**src/rtl/imm_table.sv**
```systemverilog
// rtl/imm_table.sv - writable immediate-value table with default reload walk and write lock
//
// Purpose: DEPTH-entry table of DATA_W-bit immediates. Reset reloads the whole
// default table in one cycle; a restore request reloads it one entry per cycle
// while busy is high. Lookups have one cycle of latency and see same-cycle
// writes (write-first). Writes can be locked out until the next reset.
//
// Ports:
//   Clk, Reset_n         clock, synchronous active-low reset
//   rd_en, rd_index      lookup request and index
//   rd_value             registered lookup result, holds between lookups
//   rd_valid, rd_err     one-cycle result pulse, out-of-range lookup pulse
//   wr_en, wr_index,
//   wr_data              table write request
//   wr_err               one-cycle pulse, write rejected
//   lock, locked         sticky write protect request / status
//   restore, busy        default reload request / walk in progress

module imm_table #(
  parameter int DATA_W = 8,
  parameter int DEPTH  = 32,
  parameter int IDX_W  = (DEPTH > 1) ? $clog2(DEPTH) : 1
) (
  input  logic              Clk,
  input  logic              Reset_n,
  input  logic              rd_en,
  input  logic [IDX_W-1:0]  rd_index,
  output logic [DATA_W-1:0] rd_value,
  output logic              rd_valid,
  output logic              rd_err,
  input  logic              wr_en,
  input  logic [IDX_W-1:0]  wr_index,
  input  logic [DATA_W-1:0] wr_data,
  output logic              wr_err,
  input  logic              lock,
  output logic              locked,
  input  logic              restore,
  output logic              busy
);

  typedef enum logic {S_IDLE, S_RESTORE} state_t;

  // One bit wider than the index so DEPTH itself is representable (DEPTH=256).
  localparam logic [IDX_W:0]   DEPTH_L  = (IDX_W+1)'(DEPTH);
  localparam logic [IDX_W-1:0] LAST_PTR = IDX_W'(DEPTH - 1);

  // Default contents; truncated or zero-extended to DATA_W by the cast.
  function automatic logic [DATA_W-1:0] def_entry(input int i);
    logic [7:0] v;
    case (i)
      0: v = 8'd0;     1: v = 8'd1;     2: v = 8'd2;     3: v = 8'd3;
      4: v = 8'd4;     5: v = 8'd5;     6: v = 8'd6;     7: v = 8'd14;
      8: v = 8'd16;    9: v = 8'd30;    10: v = 8'd31;   11: v = 8'd32;
      12: v = 8'd33;   13: v = 8'd60;   14: v = 8'd91;   15: v = 8'd109;
      16: v = 8'd142;  17: v = 8'd170;  18: v = 8'd204;  19: v = 8'd224;
      20: v = 8'd225;  21: v = 8'd240;  22: v = 8'd247;  23: v = 8'd254;
      24: v = 8'd85;
      default: v = 8'd0;
    endcase
    return DATA_W'(v);
  endfunction

  state_t             state_q, state_d;
  logic [IDX_W-1:0]   ptr_q, ptr_d;
  logic               locked_q, locked_d;
  logic [DATA_W-1:0]  mem_q [DEPTH];
  logic [DATA_W-1:0]  mem_d [DEPTH];
  logic [DATA_W-1:0]  rd_value_q, rd_value_d;
  logic               rd_valid_q, rd_valid_d;
  logic               rd_err_q, rd_err_d;
  logic               wr_err_q, wr_err_d;

  logic busy_w;
  logic rd_in_range;
  logic wr_in_range;
  logic wr_ok;

  assign busy_w      = (state_q == S_RESTORE);
  assign rd_in_range = ({1'b0, rd_index} < DEPTH_L);
  assign wr_in_range = ({1'b0, wr_index} < DEPTH_L);
  assign wr_ok       = wr_en && !busy_w && !locked_q && wr_in_range;

  always_comb begin
    state_d    = state_q;
    ptr_d      = ptr_q;
    locked_d   = locked_q | lock;
    mem_d      = mem_q;
    rd_value_d = rd_value_q;
    rd_valid_d = 1'b0;
    rd_err_d   = 1'b0;
    wr_err_d   = wr_en && !wr_ok;

    if (rd_en && !busy_w) begin
      rd_valid_d = 1'b1;
      if (!rd_in_range) begin
        rd_err_d   = 1'b1;
        rd_value_d = '0;
      end else if (wr_ok && (wr_index == rd_index)) begin
        rd_value_d = wr_data;
      end else begin
        rd_value_d = mem_q[rd_index];
      end
    end

    // Writes are rejected while busy, so the walk and a write never collide.
    if (wr_ok) begin
      mem_d[wr_index] = wr_data;
    end

    case (state_q)
      S_IDLE: begin
        if (restore) begin
          state_d = S_RESTORE;
          ptr_d   = '0;
        end
      end
      S_RESTORE: begin
        mem_d[ptr_q] = def_entry(int'(ptr_q));
        if (ptr_q == LAST_PTR) begin
          state_d = S_IDLE;
          ptr_d   = '0;
        end else begin
          ptr_d = ptr_q + IDX_W'(1);
        end
      end
      default: state_d = S_IDLE;
    endcase
  end

  always_ff @(posedge Clk) begin
    if (!Reset_n) begin
      state_q    <= S_IDLE;
      ptr_q      <= '0;
      locked_q   <= 1'b0;
      rd_value_q <= '0;
      rd_valid_q <= 1'b0;
      rd_err_q   <= 1'b0;
      wr_err_q   <= 1'b0;
      for (int i = 0; i < DEPTH; i++) begin
        mem_q[i] <= def_entry(i);
      end
    end else begin
      state_q    <= state_d;
      ptr_q      <= ptr_d;
      locked_q   <= locked_d;
      rd_value_q <= rd_value_d;
      rd_valid_q <= rd_valid_d;
      rd_err_q   <= rd_err_d;
      wr_err_q   <= wr_err_d;
      mem_q      <= mem_d;
    end
  end

  assign rd_value = rd_value_q;
  assign rd_valid = rd_valid_q;
  assign rd_err   = rd_err_q;
  assign wr_err   = wr_err_q;
  assign locked   = locked_q;
  assign busy     = busy_w;

endmodule
```
**config.mk**
```make
export PLATFORM = sky130hd
export DESIGN_NAME = imm_table
export DESIGN_NICKNAME = d
export VERILOG_FILES = /design/src/rtl/imm_table.sv
export SDC_FILE = /design/constraint.sdc
export NUM_CORES = 1
export LEC_CHECK = 0
export BUFFER_PORTS_ARGS = -buffer_cell sky130_fd_sc_hd__clkbuf_2
export CAP_MARGIN = 40
export CORE_MARGIN = 3
export CORE_UTILIZATION = 50
export DETAILED_ROUTE_END_ITERATION = 12
export PLACE_DENSITY_LB_ADDON = 0.25
export SLEW_MARGIN = 10
export SYNTH_ARGS = -nofsm -noshare
export SYNTH_HDL_FRONTEND = slang
export SYNTH_SLANG_ARGS = --single-unit
```
**constraint.sdc**
```tcl
create_clock -name Clk -period 4.8 [get_ports Clk]
set_clock_uncertainty 0.2 [all_clocks]
set_input_delay 0.96 -clock Clk [delete_from_list [all_inputs] [get_ports Clk]]
set_output_delay 0.96 -clock Clk [all_outputs]
set_load 0.1 [all_outputs]
```
==> flow_metrics.tcl <==
set metrics [dict create \
    status "finished clean" \
    n_antenna_cell 0 \
    n_fill_cell 2714 \
    wl_met2_um 22700 \
    ir_drop_mv 0.277 \
    grt.total_usage 0.304 \
    clk_latency_ns 0.57 \
    multi_input_area_um2 9410 \
    yosysWarnings 0 \
    drive_above_1_share 0.175 \
    crit_start "ptr_q[3]" \
    cts_buffers 31 \
    crit_top_cell "ha_1" \
    crit_buf_inv 1 \
    yosysUniqueCellTypes 61 \
    path_max_fanout 13 \
    wl_met1_um 21500 \
    hold_start "mem_q[61]" \
    crit_arrival_ns 3.64 \
    routed.top_layer "met5" \
    ff_latch_area_um2 5630 \
    cts-resized-gates 0 \
    ant_nets 0 \
    path_cells "and3_1, ha_1, nor3b_1, o21ai_1, inv_1, ha_1, or4_1, nand3_1, a211oi_1" \
    holdBufCountCts 0 \
    syn_to_final_growth_pct 10.4 \
    yosysTopAreaCellShare 0.358 \
    grt_overflow 0 \
    hold_viol 0 \
    critical_path.slowest_cell "dfxtp_1" \
    drc 0 \
    post_drt_wl_per_cell_um 25.6 \
    cts_root_buf "clkbuf_16" \
    grt_pass1_vias 12500 \
    dp_hpwl_um 33900 \
    maxSlewViolCount 0 \
    synth_seq_cells 281 \
    ys_top_cells_by_area "dfxtp_1, mux2i_1, a211oi_1" \
    met3_length_um 5030 \
    cap_viol_max_count 0 \
    fin_crit_ns 3.42 \
    period_share 0.712 \
    io_pins 37 \
    cpLargestDelayFamily "simple AND/OR/NAND/NOR gates" \
    yosysSeqAreaShare 0.358 \
    final_nets 1628 \
    drtIter0Drc 1461 \
    min_path_type "register to register" \
    synth_flop_cell "dfxtp_1" \
    max_stage_delay_ns 0.79 \
    cts.sinks 281 \
    synthArstFlopShare 0 \
    max_clock_freq_ghz 0.293 \
    reg2reg_from "ptr_q[3]" \
    leakage_nw 7.50 \
    finalPower_w 0.00525 \
    grt_max_degree 77 \
    cts_tree "done" \
    synthCells 1631 \
    synth-edff-count 0 \
    gp_congestion 0.965 \
    powerDensity_nw_per_um2 302 \
    cp-end-kind "register" \
    post_cts_buffers 0 \
    via_per_inst 6.54 \
    wl_um 51500 \
    core_um2 30800 \
    tns_ns 0 \
    clk_pin_slew_worst_paths_ns 0.06 \
    die_h_um 183 \
    finalSetupViolations 0 \
    worst_ep_required_time_ns 5.03 \
    port_buffers 35 \
    worst_pin_slew_ns 0.901 \
    fp-row-count 64 \
    die_x_um 183 \
    start_util 0.510 \
    antenna_found_initial 4 \
    rsz0062_at_grt "no" \
    synth.avg_cell_area_um2 9.64 \
    dieArea_um2 33600 \
    firstDrtPassIters 8 \
    vias 13100 \
    cts_buffer_depth 3 \
    yosysTopAreaCell "dfxtp_1" \
    worst-setup-path-type "register to register" \
    htree_levels 1 \
    synth_nets 1668 \
    crit_path_start_kind "register" \
    grt_pass1_wl_um 79000 \
    synth_area_um2 15700 \
    slew_headroom 0.400 \
]
## cell usage after synthesis, types with 3 or more instances
cell,instances
clkbuf_1,125
mux2i_1,295
nor3_2,4
nand4_1,4
and2_1,5
a31oi_1,7
buf_1,7
nor4bb_1,3
buf_2,27
o22ai_1,13
a211oi_1,168
ha_1,13
a22oi_1,15
mux4_2,46
o21ai_0,8
xnor2_1,5
nor2b_1,6
o21ai_1,17
a21oi_1,19
nor3_4,10
inv_1,11
dfxtp_1,281
nand3b_1,4
nand2b_1,4
and3b_1,5
mux2_2,69
nor3b_1,13
mux2_1,25
and3_1,10
nor2_1,203
nor4_1,6
a211oi_2,11
nand3_1,20
or3b_1,4
nor3_1,11
nand2_1,122
## worst register-to-register path, delay by kind of cell (launching register included)
kind	cells	cell delay (ns)
AOI/OAI and AO/OA	2	0.55
buffers and inverters	1	0.27
adders and majority gates	2	0.51
and+or+nand+nor	4	0.97
DFF	1	0.79
## kinds of logic after synthesis
family,Yosys count,share of synthesized area
buffers and inverters,174,0.0446
adders and majority gates,13,0.0103
xor gates and xnor gates,5,0.00278
muxes,435,0.321
DFF,281,0.358
AOI/OAI and AO/OA,275,0.127
and+or+nand+nor,447,0.136
other,1,0.000238
## report_power, final
group / switching, W / internal (W)
Combinational: 0.000356 / 0.000172
Clock: 0.000974 / 0.00136
Sequential: 0.0000254 / 0.00236
## path summary, 6_finish.rpt
check | endpoint | slack, ns | cells past startpoint
max | register | 1.38 | 9
min | mem_q[61] | 0.36 | 2
max reg2reg | register | 1.38 | 9
min reg2reg | mem_q[61] | 0.36 | 2
## registers in the layout, indices dropped and copies added (netlist names), named ones only
name	flops
rd_value	8
ptr_q	5
locked	1
wr_err	1
mem_q	256
busy	1
rd_valid	1
## metal layers
metal  track usage  vias up
li1              -     5918
met1         0.430     6377
met2         0.466      703
met3        0.0502      134
met4         0.118        4
met5             0        -
## cell usage in the layout, fill, tap and decap left out, types with 5 or more instances in the layout
| cell | count |
|---|---|
| a211oi_1 | 168 |
| a211oi_2 | 11 |
| a21oi_1 | 19 |
| a22oi_1 | 15 |
| a31oi_1 | 7 |
| and2_1 | 5 |
| and3_1 | 10 |
| and3b_1 | 5 |
| buf_16 | 8 |
| buf_4 | 40 |
| clkbuf_1 | 10 |
| clkbuf_16 | 31 |
| clkbuf_2 | 33 |
| clkbuf_8 | 8 |
| dfxtp_1 | 281 |
| ha_1 | 13 |
| inv_1 | 11 |
| mux2_1 | 25 |
| mux2_2 | 69 |
| mux2i_1 | 295 |
| mux4_2 | 46 |
| nand2_1 | 122 |
| nand3_1 | 20 |
| nor2_1 | 203 |
| nor2b_1 | 6 |
| nor3_1 | 11 |
| nor3_4 | 10 |
| nor3b_1 | 13 |
| nor4_1 | 6 |
| o21ai_0 | 8 |
| o21ai_1 | 17 |
| o22ai_1 | 13 |
| xnor2_1 | 5 |
## through the flow
stage	util	cells	instance area (um^2)	setup WS, ns	hold slack [ns]
3_5_place_dp	0.531	1954	16400	1.30	0.341
2_1_floorplan	-	1631	15700	1.36	0.312
4_1_cts	0.563	2009	17400	1.48	0.358
3_3_place_gp	0.520	1938	16000	1.31	0.337
6_report	0.563	2009	17400	1.38	0.356
5_1_grt	0.563	2009	17400	1.24	0.373
## cell type report
| cell class | count | area share |
|---|---|---|
| well taps | 396 | 0.0285 |
| multi-input cells | 1176 | 0.542 |
| clock buffers | 49 | 0.0532 |
| flip-flops and latches | 281 | 0.324 |
| clock inverters | 6 | 0.00339 |
| inverters | 12 | 0.00288 |
| repair buffers | 89 | 0.0456 |
Power figures use the tool's default switching activity.
